[src/rtl/sram_mem_ctrl_if.sv]
// EX/MEM request side plus external SRAM pins of the MEM-stage SRAM controller.
// slave = controller side, master = pipeline/pad side.
interface sram_mem_ctrl_if #(
    parameter int unsigned ADDR_W = 18
);
    logic              mem_rd;
    logic              mem_wr;
    logic [31:0]       mem_addr;
    logic [31:0]       mem_wdata;
    logic [3:0]        mem_bmask;
    logic [31:0]       mem_rdata;
    logic              sram_stall;
    logic [ADDR_W-1:0] sram_addr;
    logic [15:0]       sram_dq_o;
    logic [15:0]       sram_dq_i;
    logic              sram_dq_oe;
    logic              sram_ce_n;
    logic              sram_oe_n;
    logic              sram_we_n;
    logic              sram_ub_n;
    logic              sram_lb_n;

    modport slave (
        input  mem_rd, mem_wr, mem_addr, mem_wdata, mem_bmask, sram_dq_i,
        output mem_rdata, sram_stall, sram_addr, sram_dq_o, sram_dq_oe,
               sram_ce_n, sram_oe_n, sram_we_n, sram_ub_n, sram_lb_n
    );

    modport master (
        output mem_rd, mem_wr, mem_addr, mem_wdata, mem_bmask, sram_dq_i,
        input  mem_rdata, sram_stall, sram_addr, sram_dq_o, sram_dq_oe,
               sram_ce_n, sram_oe_n, sram_we_n, sram_ub_n, sram_lb_n
    );
endinterface

[src/rtl/sram_mem_ctrl.sv]
// Splits a 32-bit load/store into low/high halfword phases on a 16-bit async SRAM,
// freezing the pipeline via sram_stall until the access completes.
module sram_mem_ctrl #(
    parameter int unsigned ADDR_W      = 18,
    parameter int unsigned WAIT_CYCLES = 1
) (
    input logic            clk,
    input logic            rst,
    sram_mem_ctrl_if.slave bus
);
    localparam int unsigned     CntW     = $clog2(WAIT_CYCLES + 1) + 1;
    localparam logic [CntW-1:0] LastCnt  = CntW'(WAIT_CYCLES);
    localparam logic [CntW-1:0] WeEndCnt = CntW'(WAIT_CYCLES - 1);

    typedef enum logic [1:0] {StIdle, StLo, StHi, StDone} state_e;

    state_e            state_q, state_d;
    logic [CntW-1:0]   cnt_q;
    logic              wr_q;
    logic [ADDR_W-2:0] addr_q;
    logic [31:0]       wdata_q;
    logic [3:0]        bmask_q;
    logic              busy_q;
    logic              ce_n_q, oe_n_q, we_n_q, ub_n_q, lb_n_q, dq_oe_q;
    logic [ADDR_W-1:0] sram_addr_q;
    logic [15:0]       dq_o_q;
    logic [31:0]       rdata_q;

    logic              req, last, enter_phase, enter_hi;
    logic              src_wr;
    logic [ADDR_W-2:0] src_addr;
    logic [31:0]       src_wdata;
    logic [3:0]        src_bmask;
    logic [1:0]        half_bmask;
    logic              unused_addr_bits;

    assign req              = bus.mem_rd | bus.mem_wr;
    assign last             = (cnt_q == LastCnt);
    assign unused_addr_bits = ^{bus.mem_addr[31:ADDR_W+1], bus.mem_addr[1:0]};

    // The first phase is set up from the live request, later ones from the latched copy.
    always_comb begin
        src_wr    = wr_q;
        src_addr  = addr_q;
        src_wdata = wdata_q;
        src_bmask = bmask_q;
        if (state_q == StIdle) begin
            src_wr    = bus.mem_wr;
            src_addr  = bus.mem_addr[ADDR_W:2];
            src_wdata = bus.mem_wdata;
            src_bmask = bus.mem_bmask;
        end
    end

    always_comb begin
        state_d = state_q;
        unique case (state_q)
            StIdle: begin
                if (req) begin
                    if (|src_bmask[1:0])      state_d = StLo;
                    else if (|src_bmask[3:2]) state_d = StHi;
                    else                      state_d = StDone;
                end
            end
            StLo:    if (last) state_d = (|bmask_q[3:2]) ? StHi : StDone;
            StHi:    if (last) state_d = StDone;
            StDone:  state_d = StIdle;
            default: state_d = StIdle;
        endcase
    end

    assign enter_phase = (state_d != state_q) && ((state_d == StLo) || (state_d == StHi));
    assign enter_hi    = (state_d == StHi);
    assign half_bmask  = enter_hi ? src_bmask[3:2] : src_bmask[1:0];

    always_ff @(posedge clk) begin
        if (rst) begin
            state_q     <= StIdle;
            cnt_q       <= '0;
            wr_q        <= 1'b0;
            addr_q      <= '0;
            wdata_q     <= '0;
            bmask_q     <= '0;
            busy_q      <= 1'b0;
            ce_n_q      <= 1'b1;
            oe_n_q      <= 1'b1;
            we_n_q      <= 1'b1;
            ub_n_q      <= 1'b1;
            lb_n_q      <= 1'b1;
            dq_oe_q     <= 1'b0;
            sram_addr_q <= '0;
            dq_o_q      <= '0;
            rdata_q     <= '0;
        end else begin
            state_q <= state_d;
            if ((state_q == StIdle) && req) begin
                wr_q    <= bus.mem_wr;
                addr_q  <= bus.mem_addr[ADDR_W:2];
                wdata_q <= bus.mem_wdata;
                bmask_q <= bus.mem_bmask;
                if (!bus.mem_wr) rdata_q <= '0;
            end
            if ((state_q == StLo) && last && !wr_q) rdata_q[15:0]  <= bus.sram_dq_i;
            if ((state_q == StHi) && last && !wr_q) rdata_q[31:16] <= bus.sram_dq_i;

            if (enter_phase) begin
                cnt_q       <= '0;
                busy_q      <= 1'b1;
                ce_n_q      <= 1'b0;
                oe_n_q      <= src_wr;
                we_n_q      <= ~src_wr;
                dq_oe_q     <= src_wr;
                sram_addr_q <= {src_addr, enter_hi};
                dq_o_q      <= enter_hi ? src_wdata[31:16] : src_wdata[15:0];
                ub_n_q      <= ~half_bmask[1];
                lb_n_q      <= ~half_bmask[0];
            end else if ((state_d == StLo) || (state_d == StHi)) begin
                cnt_q <= cnt_q + CntW'(1);
                // Release we_n one cycle early so address/data hold past the write edge.
                if (wr_q && (cnt_q == WeEndCnt)) we_n_q <= 1'b1;
            end else begin
                cnt_q   <= '0;
                busy_q  <= 1'b0;
                ce_n_q  <= 1'b1;
                oe_n_q  <= 1'b1;
                we_n_q  <= 1'b1;
                ub_n_q  <= 1'b1;
                lb_n_q  <= 1'b1;
                dq_oe_q <= 1'b0;
            end
        end
    end

    assign bus.sram_stall = ~rst & (((state_q == StIdle) & req) | busy_q);
    assign bus.mem_rdata  = rdata_q;
    assign bus.sram_addr  = sram_addr_q;
    assign bus.sram_dq_o  = dq_o_q;
    assign bus.sram_dq_oe = dq_oe_q;
    assign bus.sram_ce_n  = ce_n_q;
    assign bus.sram_oe_n  = oe_n_q;
    assign bus.sram_we_n  = we_n_q;
    assign bus.sram_ub_n  = ub_n_q;
    assign bus.sram_lb_n  = lb_n_q;
endmodule

[src/flat_wrapper.sv]
// flat-port wrapper written by rule: the top's interface ports become plain ports
module sram_mem_ctrl_flat 
#(
    parameter int unsigned ADDR_W      = 18,
    parameter int unsigned WAIT_CYCLES = 1
)
  (clk, rst, bus_mem_rd, bus_mem_wr, bus_mem_addr, bus_mem_wdata, bus_mem_bmask, bus_sram_dq_i, bus_mem_rdata, bus_sram_stall, bus_sram_addr, bus_sram_dq_o, bus_sram_dq_oe, bus_sram_ce_n, bus_sram_oe_n, bus_sram_we_n, bus_sram_ub_n, bus_sram_lb_n);
  sram_mem_ctrl_if #(.ADDR_W(ADDR_W)) bus_i ();
  input logic clk;
  input logic rst;
  input wire logic [$bits(bus_i.mem_rd)-1:0] bus_mem_rd;
  input wire logic [$bits(bus_i.mem_wr)-1:0] bus_mem_wr;
  input wire logic [$bits(bus_i.mem_addr)-1:0] bus_mem_addr;
  input wire logic [$bits(bus_i.mem_wdata)-1:0] bus_mem_wdata;
  input wire logic [$bits(bus_i.mem_bmask)-1:0] bus_mem_bmask;
  input wire logic [$bits(bus_i.sram_dq_i)-1:0] bus_sram_dq_i;
  output wire logic [$bits(bus_i.mem_rdata)-1:0] bus_mem_rdata;
  output wire logic [$bits(bus_i.sram_stall)-1:0] bus_sram_stall;
  output wire logic [$bits(bus_i.sram_addr)-1:0] bus_sram_addr;
  output wire logic [$bits(bus_i.sram_dq_o)-1:0] bus_sram_dq_o;
  output wire logic [$bits(bus_i.sram_dq_oe)-1:0] bus_sram_dq_oe;
  output wire logic [$bits(bus_i.sram_ce_n)-1:0] bus_sram_ce_n;
  output wire logic [$bits(bus_i.sram_oe_n)-1:0] bus_sram_oe_n;
  output wire logic [$bits(bus_i.sram_we_n)-1:0] bus_sram_we_n;
  output wire logic [$bits(bus_i.sram_ub_n)-1:0] bus_sram_ub_n;
  output wire logic [$bits(bus_i.sram_lb_n)-1:0] bus_sram_lb_n;
  assign bus_i.mem_rd = bus_mem_rd;
  assign bus_i.mem_wr = bus_mem_wr;
  assign bus_i.mem_addr = bus_mem_addr;
  assign bus_i.mem_wdata = bus_mem_wdata;
  assign bus_i.mem_bmask = bus_mem_bmask;
  assign bus_i.sram_dq_i = bus_sram_dq_i;
  assign bus_mem_rdata = bus_i.mem_rdata;
  assign bus_sram_stall = bus_i.sram_stall;
  assign bus_sram_addr = bus_i.sram_addr;
  assign bus_sram_dq_o = bus_i.sram_dq_o;
  assign bus_sram_dq_oe = bus_i.sram_dq_oe;
  assign bus_sram_ce_n = bus_i.sram_ce_n;
  assign bus_sram_oe_n = bus_i.sram_oe_n;
  assign bus_sram_we_n = bus_i.sram_we_n;
  assign bus_sram_ub_n = bus_i.sram_ub_n;
  assign bus_sram_lb_n = bus_i.sram_lb_n;
  sram_mem_ctrl #(.ADDR_W(ADDR_W), .WAIT_CYCLES(WAIT_CYCLES)) u_core (.clk(clk), .rst(rst), .bus(bus_i));
endmodule
[config.mk]
export PLATFORM = sky130hd
export DESIGN_NAME = sram_mem_ctrl_flat
export DESIGN_NICKNAME = d
export VERILOG_FILES = /design/src/rtl/sram_mem_ctrl_if.sv /design/src/rtl/sram_mem_ctrl.sv /design/src/flat_wrapper.sv
export SDC_FILE = /design/constraint.sdc
export NUM_CORES = 1
export LEC_CHECK = 0
export CORE_MARGIN = 2
export CORE_UTILIZATION = 51
export DETAILED_ROUTE_END_ITERATION = 10
export PLACE_DENSITY = 0.85
export SETUP_SLACK_MARGIN = 0.4
export SYNTH_ARGS = -nofsm -noshare
export SYNTH_HDL_FRONTEND = slang
export SYNTH_SLANG_ARGS = --single-unit
[constraint.sdc]
create_clock -name clk -period 7.5 [get_ports clk]
set_input_delay 1.5 -clock clk [delete_from_list [all_inputs] [get_ports clk]]
set_output_delay 1.5 -clock clk [all_outputs]
set_load 0.05 [all_outputs]
; Yosys cells after proc, flatten, opt, wreduce, memory -nomap -nowiden
; Index checks and enable logic that the tools add are counted.
[word_totals]
inputBits = 88
output_inout_bits = 73
regBits = 131
wordCells = 85
[op_classes]
n_reduce_logical = 19
n_mux = 28
bitwise = 9
n_eq_ne = 11
addsub = 1
[op_table]
columns = cell, count
row1 = 32-bit 2-to-1 mux, 3
row2 = 16-bit 2-to-1 mux, 3
row3 = 17-bit 2-to-1 mux, 1
row4 = 1-bit 2-to-1 mux, 14
row5 = 2-bit 2-to-1 mux, 5
row6 = 2-bit one-hot mux with 4 select lines, 1
row7 = 1-bit logical AND, 7
row8 = "2-bit by 1-bit == test with 1-bit output, second input constant", 3
row9 = "2-bit == test, second input constant", 3
row10 = "2-bit by 1-bit inequality test with 1-bit output, second input constant", 3
row11 = 2-bit OR reduction, 3
row12 = 1-bit inverter, 5
row13 = 2-bit zero test, 2
row14 = 4-bit 2-to-1 mux, 1
row15 = 2-bit AND reduction, 2
row16 = 2-bit nonzero test, 2
row17 = "3-bit by 2-bit inequality test with 1-bit output, second input constant", 1
row18 = 3-bit OR reduction, 1
row19 = "2-bit by 1-bit adder with 2-bit output, second input constant", 1
row20 = 1-bit AND, 2
row21 = 2-bit inequality test, 1
row22 = 1-bit bitwise OR, 2
row23 = 1-bit zero test, 1
row24 = 1-bit logical OR, 1

; Depth between registers and ports, before layout
; Gate-level depths: netlist of the first run.
[logic_depth]
word_depth = 11
ltp_mapped = 11
depth_no_buf = 9

; Worst setup path after synthesis of the first run
; Ideal clock, no wire load.
[synth_timing]
kind = input -> output
start = input bus_mem_wr
end = output bus_sram_stall
path_stages = 5
path_slack_ns = 3.111
required_time_ns = 6.000
t_arrival_ns = 2.889
path_cell_list = nor2_1 -> nor3_2 -> clkbuf_1 -> nor2_1 -> nor2_1
[synth_between]
elab_chain_cells = 4
[synth_rtl]
columns = item, line
row1 = from (decl), flat_wrapper.sv:12  ; input wire logic [$bits(bus_i.mem_wr)-1:0] bus_mem_wr;
row2 = 1-bit bitwise OR, sram_mem_ctrl.sv:37  ; assign req = bus.mem_rd | bus.mem_wr;
row3 = 1-bit AND, sram_mem_ctrl.sv:134  ; assign bus.sram_stall = ~rst & (((state_q == StIdle) & req) | busy_q);
row4 = 1-bit bitwise OR, sram_mem_ctrl.sv:134
row5 = 1-bit AND, sram_mem_ctrl.sv:134
row6 = to (decl), flat_wrapper.sv:18  ; output wire logic [$bits(bus_i.sram_stall)-1:0] bus_sram_stall;
; No other way between the ends.

; Final worst setup path of the first run
; Same ends and word-level chain as after synthesis.

==> results of run 1 <==
[per-stage QoR]
stage | area (um2) | power [W] | util, % | hold slack (ns)
finish | 7502 | 0.002578 | 72.67 | 0.4530
global route | 7502 | 0.002685 | 72.67 | 0.4754
CTS | 7502 | 0.002582 | 72.67 | 0.4537
detailed placement | 6893 | 0.001726 | 66.77 | 0.4456
global placement | 6893 | 0.001699 | 66.77 | 0.4377
floorplan | 5434 | 0.001459 | - | 0.4329
[flip-flops by register name, summed over array words and instances (netlist names), 2 cells and up]
register,flops
u_core.bus.sram_dq_o,16
u_core.state_q,2
u_core.wdata_q,32
u_core.bmask_q,4
u_core.cnt_q,2
u_core.bus.mem_rdata,32
u_core.addr_q,17
u_core.bus.sram_addr,18
[worst max-delay path, delay by kind of cell]
kind | cells | cell delay, ns
AND/OR/NAND/NOR | 4 | 0.51
buffers and inverters | 3 | 1.98
[placed cells by master (no fill, tap or decap), drive strengths merged, types with 2 or more instances in the layout]
master	instances
inv	4
clkbuf	18
dfxtp	131
a21o	2
a31oi	17
o211ai	3
nor3	2
a22oi	34
nor4b	2
nand4	17
nor4bb	2
bufinv	4
clkinvlp	4
ha	4
and3	2
mux4	18
clkdlybuf4s50	144
a21oi	72
nor2	43
o21ai	23
o21a	2
a311oi	17
buf	7
nand2	125
clkinv	3
o31ai	18
[power by group through the flow]
stage,Combinational [W],Clock [W],Sequential [W]
floorplan,0.000391,0,0.00107
global placement,0.000828,0,0.000871
detailed placement,0.000848,0,0.000878
CTS,0.000855,0.000863,0.000864
global route,0.000913,0.000895,0.000877
finish,0.000857,0.000856,0.000866
[path summary, 6_finish.rpt]
| check | from | to | slack, ns | cells past startpoint |
|---|---|---|---|---|
| min reg2reg | u_core.addr_q[13] | u_core.addr_q[13] | 0.45 | 2 |
| max reg2reg | u_core.state_q[1] | u_core.bus.sram_addr[3] | 3.47 | 6 |
| min | u_core.addr_q[13] | u_core.addr_q[13] | 0.45 | 2 |
| max | bus_mem_wr | bus_sram_stall | 1.98 | 7 |
[final cells by class]
type	count	area, um2
well taps	136	170.2
clock buffers	18	427.9
clock inverters	12	181.4
repair buffers	151	1494
flip-flops and latches	131	2623
fillers	734	2821
multi-input cells	414	2595
inverters	3	11.26
[kinds of logic (layout without fill, tap and decap cells)]
kind of cell,count (synthesis),after routing,share of synthesized area (%)
compound gates,191,191,22.15
fa+ha+maj,4,4,0.9211
mux,19,19,7.645
flops,131,131,48.26
simple gates,200,200,15.93
buf+inv,62,184,5.089
[per-layer routing]
layer / vias up / GRT usage (%) / share of wire (%)
met1: 2459 / 32.56 / 41
li1: 2418 / - / -
met2: 216 / 45.16 / 50
met3: 21 / 8.146 / 8.0
met4: 0 / 9.369 / 1.3
met5: - / 0 / 0
==> results.md, run 1 <==
- Outcome: completed
- Synth Flop Type: dfxtp_1
- Worst Path Max Fanout: 54
- Slew @ Worst Pin: roughly 1.3 ns
- DRT iter0 DRCs: 342
- Nets: 810
- PD cells: between 300 and 400 nW/um2
- Sequential share of power: between 30% and 40%
- Post-synth top cells: 131 x dfxtp_1, 124 x nand2_1, 71 x a21oi_1, 42 x nor2_1, 34 x a22oi_1
- CP Capture Type: primary output
- Pre-CTS setup slack: between 2 and 2.5 ns
- Critical path, cell by cell: clkdlybuf4s50_1 -> nor2_1 -> nor3_4 -> buf_4 -> nor2_1 -> nor2_1 -> clkdlybuf4s50_1
- Post-synth cell types: 43
- Internal: 0.001645 W
- Yosys top cell area share: 48.26%
- Relative slew margins: around an eighth
- Ys async rst share: 0%
- Mapped Cells: approximately 610
- Hold Violations, Final: 0
- Layout cell share with drive strength beyond 1: about 9%
- Register clock-pin slew on the reported worst setup and hold paths: ~0.050 ns
- Critical Path Source Type: input port
- P_sw: approximately 0.00093 W
- CTS Root Cell: clkbuf_8
- #FFs+latches synth: about 130
- # DRC: 0
- Final ANT Viol Nets: 0
- Data arrival, critical path: around 4 ns
- Antenna cells: 0
- RSZ-0062 raised after global routing: false
- Leakage dissipation: around 2.7 nW
- Maxcap violations: 0
- Dpl hpwl: about 9.5 mm
- Finished Layout Cells: a little under 900
- Mapped Area: 5434 um2
- Die H: 107.2 um
- Mean Syn Cell Area: approximately 9 um2
- Net Sw Frac: between 30% and 40%
- First-pass GRT wire length: 24.63 mm
- Worst hold path type: reg -> reg
- Total gr overflow: 0
- Routed WL per cell: 17.66 um
- Final setup margin: approximately 2.0 ns
- Clock power share: approximately 33%
- Setup Skew: between 0.008 and 0.009 ns
- Clk buf depth: 2
- Final period util: approximately 74%
- Net count of the mapped netlist: ~700
- Core Area: slightly above 10000 um2
- Tmin final: between 5 and 6 ns
- Sink Count: between 100 and 150
- Starting Density: a little over half
- Critical path class: in -> out
- Antenna violations before repair: 0
- H-tree depth: 4
- Crit-path most repeated cell: nor2_1
- Setup bufs post-CTS: 0
- Peak supply drop: 0.1830 mV
- Chip Width: roughly 110 um
- Crit path required time: ~6.0 ns
- Layout area overhead: 38.06%
- Placer congestion estimate: around 0.80
- Vias per std cell: between 5 and 6
- CTS tree: done
- Largest net degree at the start of global routing: 75
- Count leader, synth: dfxtp_1
- CTS Hold Bufs: 0
- Synth area leader: dfxtp_1
- Num CTS Buffers: 17
- DR vias: roughly 5.1k
- Sum Neg Setup Slack: 0 ns
- CP peak stage delay: just over 0.8 ns
- Synth area leaders: dfxtp_1 48%, nand2_1 8.6%, mux4_2 7.5%
- Setup Viol. Count Final: 0
- IO Count: about 160
- Count of buffers from port buffering: ~150
- Number of synthesized flops with an enable pin: 0
- Post_cts resized: 0
- Syn. warnings: 0
- Number of global-route vias before repair: between 5k and 6k
- Logic pwr share: ~33%
- Overall routing resource usage: approximately 27%
- Final Slew Violations: 0
- Placed insts: 835
- Fmax achieved: roughly 180 MHz
- Slowest cell on crit path: clkdlybuf4s50_1
- Worst-skew pair later-pin latency: ~0.5 ns
- Die Area: 11500 um2
- Seq/Total Area, Yosys: between 40% and 50%
- Num rows: 37
- Drt first pass iters: 6
- Post-Route WL: 15.27 mm
(Power assumes the default switching activity.)
==> inputs of run 2 (changes only) <==
--- a/config.mk
+++ b/config.mk
@@ -6,9 +6,9 @@
 export NUM_CORES = 1
 export LEC_CHECK = 0
 export CORE_MARGIN = 2
-export CORE_UTILIZATION = 51
+export CORE_UTILIZATION = 43
 export DETAILED_ROUTE_END_ITERATION = 10
-export PLACE_DENSITY = 0.85
+export PLACE_DENSITY = 0.77
 export SETUP_SLACK_MARGIN = 0.4
 export SYNTH_ARGS = -nofsm -noshare
 export SYNTH_HDL_FRONTEND = slang
==> constraint.sdc (replaced) <==
create_clock -name clk -period 4.5 [get_ports clk]
set_input_delay 0.9 -clock clk [delete_from_list [all_inputs] [get_ports clk]]
set_output_delay 0.9 -clock clk [all_outputs]
set_load 0.05 [all_outputs]
==> results.md, run 2 (synthesized netlist as in run 1, its figures left out) <==
- Outcome: completed
- DRT iter0 DRCs: 503
- Critical path, cell by cell: clkdlybuf4s50_1 -> nor2_1 -> a211oi_1 -> o31ai_1 -> ha_1 -> clkinv_1 -> a31oi_1 -> a311oi_1
- Chip Width: approximately 120 um
- Logic pwr share: between 30% and 40%
- Layout cell share with drive strength beyond 1: 8.844%
- Num rows: between 40 and 50
- Sum Neg Setup Slack: 0 ns
- Critical path origin: bus_mem_wr
- Maxcap violations: 0
- Final period util: about four fifths
- Vias per std cell: 5.638
- Final ANT Viol Nets: 0
- HP Start: u_core.addr_q[7]
- IO Count: 161
- DR vias: 5114
- Sequential share of power: 34.5%
- Core Area: 12470 um2
- WP buf/inv: 2
- P_sw: between 0.0015 and 0.002 W
- Post_cts resized: 0
- FF-to-FF Start: u_core.state_q[1]
- Clk buf depth: 2
- CTS Root Cell: clkbuf_16
- Net Sw Frac: 36.61%
- Worst hold path type: reg -> reg
- Largest net degree at the start of global routing: 87
- Final Slew Violations: 0
- Leakage dissipation: approximately 2.7 nW
- Internal: about 0.0026 W
- Die H: around 120 um
- Fin util: 60.24%
- Fillers: between 1k and 1.5k
- Crit path required time: 4.75 ns
- Total gr overflow: 0
- Commonest non-fill, non-tap cell in the layout: clkdlybuf4s50_1
- Setup Viol. Count Final: 0
- Post-Route WL: 15.37 mm
- PD cells: 548.5 nW/um2
- Dpl hpwl: between 9 and 10 mm
- Layout area overhead: 38.20%
- Slowest cell on crit path: clkinv_1
- Setup bufs post-CTS: 0
- Tmin final: between 3 and 4 ns
- CTS tree: done
- Register clock-pin slew on the reported worst setup and hold paths: roughly 0.05 ns
- Placer congestion estimate: a little under 0.8
- Slew @ Worst Pin: about 1.3 ns
- Worst Path Max Fanout: 34
- Sink Count: 131
- Total power: around 0.0041 W
- Overall routing resource usage: a little under a quarter
- Peak supply drop: about 0.27 mV
- Data arrival, critical path: 3.91 ns
- Number of global-route vias before repair: about 5.1k
- Clock power share: between 20% and 30%
- Starting Density: roughly 44%
- Antenna cells: 0
- Fmax achieved: ~270 MHz
- Critical path class: in -> reg
- H-tree depth: 4
- Critical Path Source Type: input port
- RSZ-0062 raised after global routing: false
- Count of buffers from port buffering: about 150
- # DRC: 0
- Drt first pass iters: 7
- CP Capture Type: register
- CTS Hold Bufs: 0
- Hold Violations, Final: 0
- Antenna violations before repair: 0
- Num CTS Buffers: 17
- Routed WL per cell: about 17 um
- Worst-skew pair later-pin latency: around 0.41 ns
- Relative slew margins: 14.09%
- CP peak stage delay: between 0.8 and 0.9 ns
- Nets: approximately 820
- Setup Skew: around 0.0047 ns
- CP top delay family: buffers and inverters
- Die Area: 13550 um2
- Most frequent cells in the layout: 143 x clkdlybuf4s50_1, 131 x dfxtp_1, 124 x nand2_1
- First-pass GRT wire length: between 20 and 25 mm
==> run 2: cell count changes in the layout (fill, tap and decap cells not counted), sizes merged <==
cell           change
buf                +7
bufinv             -3
clkbuf             +7
clkdlybuf4s50      -1
clkinvlp           -2
inv                -2
==> run 2: final cells by class <==
cell class,instances,area [um2],share of cell area [%]
Clock buffer,25,465.4,6.198
Clock inverter,5,55.05,0.7331
Inverter,3,11.26,0.1500
Multi-Input combinational cell,414,2604,34.67
Sequential cell,131,2623,34.92
Tap cell,172,215.2,2.866
Timing Repair Buffer,157,1536,20.46
==> run 2: final timing paths <==
kind / to / slack (ns) / depth (start not counted)
min reg2reg: u_core.addr_q[7] / 0.45 / 2
max: u_core.bus.sram_addr[2] / 0.84 / 8
max reg2reg: u_core.bus.sram_addr[2] / 1.15 / 7
min: u_core.addr_q[7] / 0.45 / 2
==> run 2: power groups by stage <==
stage	Sequential [W]	Clock (W)	Combinational, W
after floorplan	0.00178	0	0.000652
after global placement	0.00143	0	0.00143
after detailed placement	0.00144	0	0.00146
after CTS	0.00142	0.00125	0.00147
after global routing	0.00144	0.00130	0.00157
final	0.00142	0.00123	0.00147
==> run 2: stage by stage <==
| step | hold WS, ns | area (um2) | setup WS [ns] | cells |
|---|---|---|---|---|
| 6_report | 0.4522 | 7510 | 0.8369 | 907 |
| 5_1_grt | 0.4691 | 7510 | 0.5298 | 907 |
| 4_1_cts | 0.4521 | 7510 | 0.8913 | 907 |
| 3_5_place_dp | 0.4453 | 6989 | 0.4592 | 877 |
| 3_3_place_gp | 0.4386 | 6989 | 0.5898 | 877 |
| 2_1_floorplan | 0.4329 | 5434 | 1.311 | 607 |
==> run 2: metal layers <==
metal	up-vias	share of wire, %	wire length, um	global-route usage [%]
li1	2426	-	-	-
met1	2438	39	6048	25.91
met2	224	49	7558	39.03
met3	26	9.6	1480	8.926
met4	0	1.8	282	9.841
met5	-	0	0	0
==> run 2: worst min-delay path: cells and delay by family (launching register included) <==
family / cells / cell delay (ns)
DFF: 1 / 0.30
and+or+nand+nor: 1 / 0.05
AOI/OAI and AO/OA: 1 / 0.05
